## config.mk

```make
export PLATFORM = sky130hd
export DESIGN_NAME = mem_port_arbiter
export DESIGN_NICKNAME = d
export VERILOG_FILES = /design/src/rtl/riscv_pkg.sv /design/src/rtl/mem_byte_lane.sv /design/src/rtl/mem_port_arbiter.sv
export SDC_FILE = /design/constraint.sdc
export NUM_CORES = 1
export LEC_CHECK = 0
export CELL_PAD_IN_SITES_DETAIL_PLACEMENT = 1
export CELL_PAD_IN_SITES_GLOBAL_PLACEMENT = 1
export CORE_MARGIN = 4
export CORE_UTILIZATION = 26
export CTS_BUF_LIST = sky130_fd_sc_hd__clkbuf_8
export DETAILED_ROUTE_END_ITERATION = 8
export GPL_ROUTABILITY_DRIVEN = 1
export PLACE_DENSITY_LB_ADDON = 0.1
export REMOVE_ABC_BUFFERS = 1
export SYNTH_ARGS = -nofsm -noshare
export SYNTH_HDL_FRONTEND = slang
export SYNTH_HIERARCHICAL = 1
export SYNTH_SLANG_ARGS = --single-unit
```

## constraint.sdc

```tcl
create_clock -name clk -period 3.2 [get_ports clk]
set_input_delay 0.96 -clock clk [delete_from_list [all_inputs] [get_ports clk]]
set_output_delay 0.96 -clock clk [all_outputs]
set_load 0.05 [all_outputs]
```

## src/rtl/riscv_pkg.sv

```systemverilog
// Shared core types: opcodes, memory-arbiter states and requester ids.
// Width defaults for the shared instruction/data memory port.
package riscv_pkg;

   localparam int data_width_p = 32;
   localparam int addr_p       = 10;
   localparam int byte_addr_p  = 12;

   typedef enum logic [3:0] {
      ADD, ADDI, LW, SW, LBU, SB, BEQ, JAL
   } t_risc_v_op;

   typedef enum logic [2:0] {
      IDLE, FETCH, LOAD, STORE, ERR
   } t_arb_state;

   typedef enum logic {
      REQ_IF, REQ_D
   } t_requester;

endpackage

```

## src/rtl/mem_byte_lane.sv

```systemverilog
// Byte lane helper: zero-extended byte extract and byte merge
// into a memory word, selected by a 2-bit little-endian offset.
module mem_byte_lane #(
   parameter int DATA_W = 32
) (
   input  logic [DATA_W-1:0] word_i,
   input  logic [1:0]        off_i,
   input  logic [7:0]        byte_i,
   output logic [DATA_W-1:0] ext_o,
   output logic [DATA_W-1:0] merged_o
);

   logic [4:0] sh;

   assign sh = {off_i, 3'b000};

   always_comb begin
      ext_o            = '0;
      ext_o[7:0]       = word_i[sh +: 8];
      merged_o         = word_i;
      merged_o[sh +: 8] = byte_i;
   end

endmodule

```

## src/rtl/mem_port_arbiter.sv

```systemverilog
// Shares one single-port memory between fetch and load/store (LBU, SB).
// Define MEM_ARB_RR_EN for round-robin arbitration instead of data-first.
module mem_port_arbiter
   import riscv_pkg::*;
#(
   parameter int DATA_W  = data_width_p,
   parameter int ADDR_W  = addr_p,
   parameter int BADDR_W = byte_addr_p
) (
   input  logic               clk,
   input  logic               rst,
   input  logic               if_req_i,
   input  logic [BADDR_W-1:0] if_addr_i,
   output logic               if_gnt_o,
   output logic               if_rvalid_o,
   output logic [DATA_W-1:0]  if_rdata_o,
   input  logic               d_req_i,
   input  t_risc_v_op         d_op_i,
   input  logic [BADDR_W-1:0] d_addr_i,
   input  logic [7:0]         d_wdata_i,
   output logic               d_gnt_o,
   output logic               d_done_o,
   output logic [DATA_W-1:0]  d_rdata_o,
   output logic               d_err_o,
   output logic               mem_en_o,
   output logic               mem_we_o,
   output logic [ADDR_W-1:0]  mem_addr_o,
   output logic [DATA_W-1:0]  mem_wdata_o,
   input  logic [DATA_W-1:0]  mem_rdata_i
);

   t_arb_state        state_q, state_d;
   logic [ADDR_W-1:0] addr_q, addr_d;
   logic [1:0]        off_q, off_d;
   logic [7:0]        wdata_q, wdata_d;
   logic              data_wins;
   logic              pick_d;
   logic              pick_if;
   logic [DATA_W-1:0] lane_ext;
   logic [DATA_W-1:0] lane_merged;
   logic              unused_ok;

   assign unused_ok = &{1'b0, if_addr_i[1:0]};

`ifdef MEM_ARB_RR_EN
   t_requester last_q, last_d;

   assign data_wins = (last_q == REQ_IF);
`else
   assign data_wins = 1'b1;
`endif

   assign pick_d  = d_req_i && (data_wins || !if_req_i);
   assign pick_if = if_req_i && !pick_d;

   mem_byte_lane #(
      .DATA_W(DATA_W)
   ) u_lane (
      .word_i  (mem_rdata_i),
      .off_i   (off_q),
      .byte_i  (wdata_q),
      .ext_o   (lane_ext),
      .merged_o(lane_merged)
   );

   always_comb begin
      state_d     = state_q;
      addr_d      = addr_q;
      off_d       = off_q;
      wdata_d     = wdata_q;
`ifdef MEM_ARB_RR_EN
      last_d      = last_q;
`endif
      if_gnt_o    = 1'b0;
      if_rvalid_o = 1'b0;
      if_rdata_o  = '0;
      d_gnt_o     = 1'b0;
      d_done_o    = 1'b0;
      d_rdata_o   = '0;
      d_err_o     = 1'b0;
      mem_en_o    = 1'b0;
      mem_we_o    = 1'b0;
      mem_addr_o  = '0;
      mem_wdata_o = '0;
      // Outputs are forced quiet while reset is held.
      if (!rst) begin
         case (state_q)
            IDLE: begin
               if (pick_d) begin
                  d_gnt_o = 1'b1;
                  addr_d  = d_addr_i[BADDR_W-1:2];
                  off_d   = d_addr_i[1:0];
                  wdata_d = d_wdata_i;
`ifdef MEM_ARB_RR_EN
                  last_d  = REQ_D;
`endif
                  if (d_op_i == LBU || d_op_i == SB) begin
                     mem_en_o   = 1'b1;
                     mem_addr_o = d_addr_i[BADDR_W-1:2];
                     state_d    = (d_op_i == SB) ? STORE : LOAD;
                  end else begin
                     state_d = ERR;
                  end
               end else if (pick_if) begin
                  if_gnt_o   = 1'b1;
                  mem_en_o   = 1'b1;
                  mem_addr_o = if_addr_i[BADDR_W-1:2];
                  addr_d     = if_addr_i[BADDR_W-1:2];
`ifdef MEM_ARB_RR_EN
                  last_d     = REQ_IF;
`endif
                  state_d    = FETCH;
               end
            end
            FETCH: begin
               if_rvalid_o = 1'b1;
               if_rdata_o  = mem_rdata_i;
               state_d     = IDLE;
            end
            LOAD: begin
               d_done_o  = 1'b1;
               d_rdata_o = lane_ext;
               state_d   = IDLE;
            end
            STORE: begin
               mem_en_o    = 1'b1;
               mem_we_o    = 1'b1;
               mem_addr_o  = addr_q;
               mem_wdata_o = lane_merged;
               d_done_o    = 1'b1;
               state_d     = IDLE;
            end
            ERR: begin
               d_done_o = 1'b1;
               d_err_o  = 1'b1;
               state_d  = IDLE;
            end
            default: state_d = IDLE;
         endcase
      end
   end

   always_ff @(posedge clk or posedge rst) begin
      if (rst) begin
         state_q <= IDLE;
         addr_q  <= '0;
         off_q   <= '0;
         wdata_q <= '0;
      end else begin
         state_q <= state_d;
         addr_q  <= addr_d;
         off_q   <= off_d;
         wdata_q <= wdata_d;
      end
   end

`ifdef MEM_ARB_RR_EN
   always_ff @(posedge clk or posedge rst) begin
      if (rst) begin
         last_q <= REQ_IF;
      end else begin
         last_q <= last_d;
      end
   end
`endif

endmodule

```

==> results.cfg, run 1 <==
[run_status]
status = finished clean

[finish]
drive_above_1_share_pct = 43.9
fillers = 1196
regArea_um2 = 576
n_antenna_cell = 0
area_growth_pct = 109
stdcell_area_mm2 = 0.00599
multi_input_area_mm2 = 0.00215
final_nets = 613

[sta]
clock.fmax_ghz = 0.315
layout_min_cycle_time_ns = 3.18
finClkSkew_ns = 0.00148
hold_viol = 0
hold_ws_ns = 0.519
setup_violations = 0
fin_setup_tns_ns = 0
rsz0062_at_grt = no
fin_crit_sh_pct = 99.4
worstMarginPinSlew_ns = 0.508
slew_headroom_pct = 66.1
fin_ws_ns = 0.0204
slew_viol_final = 0

[detailed_routing]
drtIter0Drc = 94
routed_wl_um = 13500
vias = 3246
wl_per_cell_um = 19.9
via_per_inst = 4.81
postRouteAntennaNets = 0
drc = 0
firstDrtPassIters = 4

[logic_synthesis]
yosys.area.top_type = and2_1
synth_top_area_share_pct = 20.9
synth_edf_count = 0
ys_ff_latch = 23
ys_seq_area_share_pct = 20.0
yosysWarnings = 6
synth.top_cells.by_count = and2_1, inv_1, buf_4
ys.flop_type = dfrtp_1
yosysMostFrequentCell = and2_1
async_flop_share_pct = 100
yosys-top-cells-area = and2_1, dfrtp_1, mux2_2, a22o_1, buf_4
syn-instance-count = 340
syn_area_per_cell_um2 = 8.45
syn_area_mm2 = 0.00287
post_synth_num_cell_types = 36

[setup_path]
critPathRequiredTime_ns = 2.24
startpoint_type = input pin
endpoint_kind = output pin
cp_max_fo = 2
cp.arrival_ns = 2.22
critPathKind = in2out

[pwr]
ir_drop_uv = 208
p_int_mw = 1.05
swShare_pct = 41.5
p_leak_nw = 2.64
power_frac_clock_pct = 9.9
power_frac_comb_pct = 63.4
powerDensity_mw_per_mm2 = 299
seq_power_share_pct = 26.8
switching_power_mw = 0.745

[die]
num_io_pins = 185
initial_core_util_pct = 26.5
dieArea_mm2 = 0.0128
die_x_um = 113
die_h_um = 113
coreArea_mm2 = 0.0108
row_count = 38

[placed_design]
place_area_mm2 = 0.00562
hpwl_um = 10100
place_ws_ns = -0.439
io_buffers = 158
gp_congestion = 0.742

[grt]
grt_max_degree = 34
grt-ovfl-total = 0
grt_pass1_wl_um = 20600
antenna_found_initial = 0
grt_util_all_layers_pct = 20.3
grt_pass1_vias = 3422

[cts]
cts_buffers = 3
cts_num_sinks = 23
clock_latency_ns = 0.26
cts_root_buf = clkbuf_8
clockBufferDepth = 2
cts_tree = yes
cts-htree-levels = 1
clk_pin_slew_ns = 0.08

[flow_run]
cap_violations = 0

[worst_hold_path]
hold_class = reg2reg
power by group through the flow:
stage               registers, mW  logic, mW  clock network [mW]
floorplan                   0.473      0.585                   0
global placement            0.472       1.04                   0
detailed placement          0.479       1.07                   0
CTS                         0.479       1.13               0.182
global route                0.494       1.22               0.196
finish                      0.480       1.14               0.177
cell families after synthesis:
group                    Yosys count  synth area share [%]
multiplexers                      28                  14.9
adder cells (fa/ha/maj)            5                  2.18
AND/OR/NAND/NOR                  145                  31.4
buffers and inverters             80                  14.9
flip-flops                        23                  20.0
AO/OA/AOI/OAI                     58                  16.5
other                              1                 0.130
placed cells by master, fill, tap and decap left out, types with 15 or more instances in the layout:
cell             synthesis  final
mux2_2                  20     20
buf_4                   24     49
and2_4                   0     37
buf_12                   0     84
dfrtp_1                 23     23
clkdlybuf4s50_1          0     62
inv_1                   31     32
conb_1                   1     24
a22o_1                  22     22
nand2_1                 15     15
and2_1                  96     59
metrics by stage:
step / cells / power (mW) / utilization [%]
3_3_place_gp: 663 / 1.51 / 51.8
5_1_grt: 675 / 1.91 / 55.3
2_1_floorplan: 314 / 1.06 / -
3_5_place_dp: 663 / 1.55 / 51.8
4_1_cts: 673 / 1.79 / 54.9
6_report: 675 / 1.79 / 55.3
layer usage:
metal  GRT usage (%)  vias up  part of all wire [%]
met5               0        -                     0
met4            2.96        0                   1.2
met3            4.12       11                   7.5
met2            38.2      138                    52
met1            24.1     1570                    39
li1                -     1527                     -
final cells by class:
cell class | count | area share, %
tap | 140 | 2.92
inverter | 31 | 1.94
timing repair buffer | 215 | 48.9
clock buffer | 3 | 0.689
clock inverter | 1 | 0.0626
sequential | 23 | 9.60
multi-input combinational | 262 | 35.9
state kept, by name (all words and copies together) (netlist names):
name     count
state_q      3
off_q        2
wdata_q      8
addr_q      10
worst max-delay path: stages:
cell and delay [ns]:
clkdlybuf4s50_1 0.45, mux4_1 0.51, and2_4 0.16, buf_12 0.14
repair_timing:
item	CTS	global route
buffers inserted	2	1
cloned	4	1
gates resized for setup	73	6
pin swaps	16	7
setup endpoints to repair	88	46
hold buffers	0	0
final timing paths:
path	from	endpoint	slack [ns]	cells after the start
min	addr_q[7]	addr_q[7]	0.52	1
max reg2reg	state_q[1]	wdata_q[2]	1.06	5
max in group asynchronous	rst	wdata_q[7]	1.63	5
min in group asynchronous	rst	state_q[0]	1.01	4
max	mem_rdata_i[11]	d_rdata_o[3]	0.02	4
min reg2reg	addr_q[7]	addr_q[7]	0.52	1
(Power assumes the default switching activity.)
==> inputs of run 2 (changes only) <==
--- a/config.mk
+++ b/config.mk
@@ -8,8 +8,9 @@
 export CELL_PAD_IN_SITES_DETAIL_PLACEMENT = 1
 export CELL_PAD_IN_SITES_GLOBAL_PLACEMENT = 1
 export CORE_MARGIN = 4
-export CORE_UTILIZATION = 26
+export CORE_UTILIZATION = 23
 export CTS_BUF_LIST = sky130_fd_sc_hd__clkbuf_8
+export CTS_CLUSTER_DIAMETER = 80
 export DETAILED_ROUTE_END_ITERATION = 8
 export GPL_ROUTABILITY_DRIVEN = 1
 export PLACE_DENSITY_LB_ADDON = 0.1
==> constraint.sdc (replaced) <==
create_clock -name clk -period 2.8 [get_ports clk]
set_input_delay 0.84 -clock clk [delete_from_list [all_inputs] [get_ports clk]]
set_output_delay 0.84 -clock clk [all_outputs]
set_load 0.05 [all_outputs]
==> run 2 against run 1 <==
The flow now finishes with violations (negative setup slack). Via count is 2.2% higher. Die area is 12% higher. Critical path depth is 1 higher. Clock-buffer cell count stayed put.
==> results.cfg, run 2 (synthesized netlist as in run 1, its figures left out) <==
[run_status]
status = complete, but fails checks
violations = negative setup slack

[placed_design]
place_area_mm2 = 0.00569
gp_congestion = 0.784
io_buffers = 158
hpwl_um = 10300

[detailed_routing]
firstDrtPassIters = 4
postRouteAntennaNets = 0
drc = 0
vias = 3318
routed_wl_um = 14300
via_per_inst = 4.63
wl_per_cell_um = 19.9
drtIter0Drc = 122

[finish]
post-route-util_pct = 52.7
area_growth_pct = 122
largest_registers = addr_q x10, wdata_q x8, state_q x3
largest_reg_flops = 10
fillers = 1336
final_cell_mix = buf_12, and2_4, buf_4, dlygate4sd2_1, clkdlybuf4s50_1
stdcell_area_mm2 = 0.00638
multi_input_area_mm2 = 0.00232
final_nets = 627
drive_above_1_share_pct = 56.1
regArea_um2 = 577
final_common_cell = buf_12
top_register = addr_q
n_antenna_cell = 0

[cts]
clock_latency_ns = 0.27
clk_pin_slew_ns = 0.09
cts_tree = yes
cts_buffers = 3
cts_num_sinks = 23
cts-htree-levels = 1
cts_root_buf = clkbuf_8
clockBufferDepth = 2
cts_hold_buf = 0

[grt]
antenna_found_initial = 0
grt_pass1_vias = 3390
grt-ovfl-total = 0
grt_max_degree = 34
grt_util_all_layers_pct = 18.4
grt_pass1_wl_um = 20900

[pwr]
p_leak_nw = 2.83
powerDensity_mw_per_mm2 = 350
ir_drop_uv = 239

[setup_path]
critPathKind = in2out
cp_max_fo = 6
critPathRequiredTime_ns = 1.96
cp.arrival_ns = 2.04
startpoint_type = input pin
endpoint_kind = output pin

[die]
coreArea_mm2 = 0.0121
initial_core_util_pct = 23.7
die_h_um = 120
num_io_pins = 185
row_count = 40
dieArea_mm2 = 0.0143
die_x_um = 120

[sta]
setup_violations = 53
fin_ws_ns = -0.0848
rsz0062_at_grt = yes
finClkSkew_ns = 0.00200
slew_viol_final = 0
hold_viol = 0
layout_min_cycle_time_ns = 2.88
clock.fmax_ghz = 0.347
fin_crit_sh_pct = 103
fin_setup_tns_ns = -0.903

[worst_hold_path]
hold_class = reg2reg

[flow_run]
cap_violations = 0
## run 2: changes by cell type in the layout (fill, tap and decap cells not counted), moves of 5 or more
| cell | change |
|---|---|
| and2_4 | +35 |
| o32ai_1 | -5 |
| mux4_2 | +5 |
| clkdlybuf4s50_1 | -31 |
| and2_1 | -35 |
| mux4_1 | -5 |
| dlygate4sd2_1 | +28 |
| o32ai_2 | +5 |
| buf_6 | +10 |
## run 2: final timing paths
kind                            startpoint  cells after the start       endpoint  slack (ns)
min in group asynchronous              rst                      5     wdata_q[3]        0.95
worst min-delay path             addr_q[9]                      1      addr_q[9]        0.52
worst min register to register   addr_q[9]                      1      addr_q[9]        0.52
worst max register to register  state_q[2]                      5       off_q[0]        0.66
worst max-delay path                   rst                      5  mem_addr_o[5]       -0.08
max in group asynchronous              rst                      6     state_q[1]        1.40
## run 2: layout make-up
class                      count  area share, %
clock buffer                   3          0.647
inverter                      31           1.82
timing repair buffer         229           48.8
sequential                    23           9.04
tap                          168           3.29
multi-input combinational    262           36.3
clock inverter                 1         0.0588
## run 2: worst max-delay path: stages
cell     delay [ns]
buf_8          0.11
or4_4          0.52
nor3_2         0.24
a221o_1        0.17
buf_6          0.17
## run 2: layer usage
metal  up-vias  track usage (%)  routed length [um]  share of wire (%)
li1       1548                -                   -                  -
met3        10             3.30                1050                7.3
met2       161             33.2                7210                 51
met1      1599             23.0                5800                 41
met5         -                0                   0                  0
met4         0             3.87                 195                1.4
## run 2: what timing repair did
item,in CTS,in global routing
cloned,5,4
pin swaps,48,39
gates resized for setup,154,45
setup buffers,6,4
endpoints found under the setup margin,88,75
## run 2: per-stage QoR
step / setup WS [ns] / instances / total power [mW] / hold WS (ns)
4_1_cts: -0.0719 / 709 / 2.16 / 0.523
6_report: -0.0848 / 717 / 2.23 / 0.520
3_3_place_gp: -0.550 / 694 / 1.75 / 0.490
2_1_floorplan: -1.69 / 314 / 1.21 / 0.482
3_5_place_dp: -0.583 / 694 / 1.78 / 0.502
5_1_grt: -0.111 / 717 / 2.36 / 0.534
## run 2: where the power goes
group	switching, mW	leakage [nW]	total, mW	internal (mW)
Clock	0.118	0.0269	0.216	0.0983
Sequential	0.111	0.276	0.547	0.436
Combinational	0.709	2.52	1.47	0.758
Total	0.938	2.83	2.23	1.29
==> inputs of run 3 (changes only) <==
--- a/config.mk
+++ b/config.mk
@@ -7,7 +7,6 @@
 export LEC_CHECK = 0
 export CELL_PAD_IN_SITES_DETAIL_PLACEMENT = 1
 export CELL_PAD_IN_SITES_GLOBAL_PLACEMENT = 1
-export CORE_MARGIN = 4
 export CORE_UTILIZATION = 23
 export CTS_BUF_LIST = sky130_fd_sc_hd__clkbuf_8
 export CTS_CLUSTER_DIAMETER = 80
@@ -15,6 +14,7 @@
 export GPL_ROUTABILITY_DRIVEN = 1
 export PLACE_DENSITY_LB_ADDON = 0.1
 export REMOVE_ABC_BUFFERS = 1
+export SLEW_MARGIN = 20
 export SYNTH_ARGS = -nofsm -noshare
 export SYNTH_HDL_FRONTEND = slang
 export SYNTH_HIERARCHICAL = 1
==> run 3 against run 2 <==
Clock-buffer cell count stayed put. Combinational power increased by 3%. The run still ends with negative setup slack left. Largest cell class unchanged. Highest routed layer unchanged. First-iteration DRC count decreased by 23%. Sequential share of layout area hardly changed. Largest power group unchanged. Final area about the same.
==> results.cfg, run 3 (synthesized netlist as in run 1, its figures left out) <==
[setup_path]
cp_max_fo = 6
critPathRequiredTime_ns = 1.96
cp.arrival_ns = 2.00
cp_num_buf_inv = 2
r2r_start = state_q[1]
critPathCapture = mem_addr_o[9]
cp.depth = 5
crit_family = simple AND/OR/NAND/NOR gates
max_stage_delay_ns = 0.52
path_cells = buf_8 > or4_4 > nor3_2 > a221o_1 > buf_6
reg2reg_depth = 5
crit_path_top_delay_cell = or4_4
endpoint_kind = output pin
startpoint_type = input pin
r2r_slack_ns = 0.70
critPathKind = in2out
r2r-end = wdata_q[6]
worstSetupStartpoint = rst

[finish]
final_nets = 631
final_cell_mix = buf_12, and2_4, buf_4, clkdlybuf4s50_1, dlygate4sd2_1
area_growth_pct = 122
final_common_cell = buf_12
fillers = 1325
largest_registers = addr_q x10, wdata_q x8, state_q x3
top_register = addr_q
drive_above_1_share_pct = 56.2
post-route-util_pct = 52.7
n_antenna_cell = 0
largest_reg_flops = 10

[die]
initial_core_util_pct = 23.7
dieArea_mm2 = 0.0129
die_x_um = 114
die_h_um = 114
row_count = 40
num_io_pins = 185
coreArea_mm2 = 0.0121

[cts]
cts_buffers = 3
cts_num_sinks = 23
cts_tree = yes
clockBufferDepth = 2
cts_root_buf = clkbuf_8
clk_pin_slew_ns = 0.09
cts-htree-levels = 1
clock_latency_ns = 0.27

[grt]
top_usage_layer = met2
grt_pass1_wl_um = 19800
antenna_found_initial = 0
grt-ovfl-total = 0
grt_pass1_vias = 3378
global_route.usage.met3_pct = 3.29
use_met1_pct = 25.5
grt_util_all_layers_pct = 20.0
grt_max_degree = 24
met2_usage_pct = 35.6

[sta]
fin_setup_tns_ns = -0.438
fin_crit_sh_pct = 102
clock.fmax_ghz = 0.352
rsz0062_at_grt = yes
slew_viol_final = 0
fin_ws_ns = -0.0431
layout_min_cycle_time_ns = 2.84
hold_viol = 0
finClkSkew_ns = 0.00224
setup_violations = 25

[detailed_routing]
routed_wl_um = 13100
firstDrtPassIters = 4
drc = 0
wl_per_cell_um = 18.2
vias = 3280
drtIter0Drc = 94
via_per_inst = 4.55
postRouteAntennaNets = 0

[run_status]
violations = negative setup slack
status = complete, but fails checks

[placed_design]
io_buffers = 158
gp_congestion = 0.749
hpwl_um = 9190

[flow_run]
cap_violations = 0

[pwr]
p_leak_nw = 2.83
powerDensity_mw_per_mm2 = 359
ir_drop_uv = 228

[worst_hold_path]
hold_class = reg2reg
run 3: cell types whose count changed in the layout (fill, tap and decap cells not counted), sizes merged:
cell	previous run	this run
clkinv	0	1
clkinvlp	0	1
dlymetal6s2s	0	2
dlygate4sd2	33	31
inv	32	30
clkbuf	7	8
buf	161	164
run 3: what timing repair did:
item | 4_1_cts | 5_1_grt
gates resized for setup | 161 | 39
buffers inserted | 8 | 8
hold buffers | 0 | 0
endpoints found under the setup margin | 88 | 84
hold endpoints to repair | 0 | 0
gates cloned | 7 | 1
pin swaps | 43 | 39
run 3: how the worst min path moves through the flow:
stage	start	endpoint	slack (ns)	cells past startpoint
6_report	addr_q[7]	addr_q[7]	0.52	1
5_1_grt	addr_q[7]	addr_q[7]	0.55	1
4_1_cts	addr_q[7]	addr_q[7]	0.52	1
3_5_place_dp	addr_q[7]	addr_q[7]	0.50	1
3_3_place_gp	addr_q[7]	addr_q[7]	0.49	1
2_1_floorplan	addr_q[0]	addr_q[0]	0.48	1
run 3: cell type report:
class / instances / area, um^2 / area share [%]
repair buffers: 233 / 3120 / 49.0
multi-input cells: 262 / 2300 / 36.1
flip-flops and latches: 23 / 578 / 9.06
well taps: 168 / 210 / 3.30
inverters: 31 / 120 / 1.88
clock buffers: 3 / 41.3 / 0.647
clock inverters: 1 / 5.00 / 0.0785
run 3: power by group:
group	total (mW)	switching, mW	internal [mW]
clock	0.218	0.119	0.0997
combinational	1.52	0.712	0.813
sequential	0.549	0.113	0.436
run 3: per-stage QoR:
step	setup slack (ns)	total power, mW	instances	area (um^2)	hold WS (ns)
6_report	-0.0431	2.29	721	6380	0.517
5_1_grt	-0.0866	2.43	721	6380	0.549
4_1_cts	-0.0711	2.23	713	6240	0.521
3_5_place_dp	-0.563	1.76	694	5660	0.500
3_3_place_gp	-0.540	1.73	694	5660	0.493
2_1_floorplan	-1.69	1.21	314	2650	0.482
run 3: worst reg2reg max path, cell delays in order, from the launching register on:
cell and delay, ns:
dfrtp_2 0.48, or4_4 0.64, buf_4 0.19, nor2_4 0.11, buf_4 0.22, mux2_2 0.35
run 3: metal layers:
metal	vias up	share of wire [%]	wire, um
met5	-	0	0
met4	0	0.76	99
met1	1574	43	5630
li1	1565	-	-
met3	9	6.3	819
met2	132	50	6550
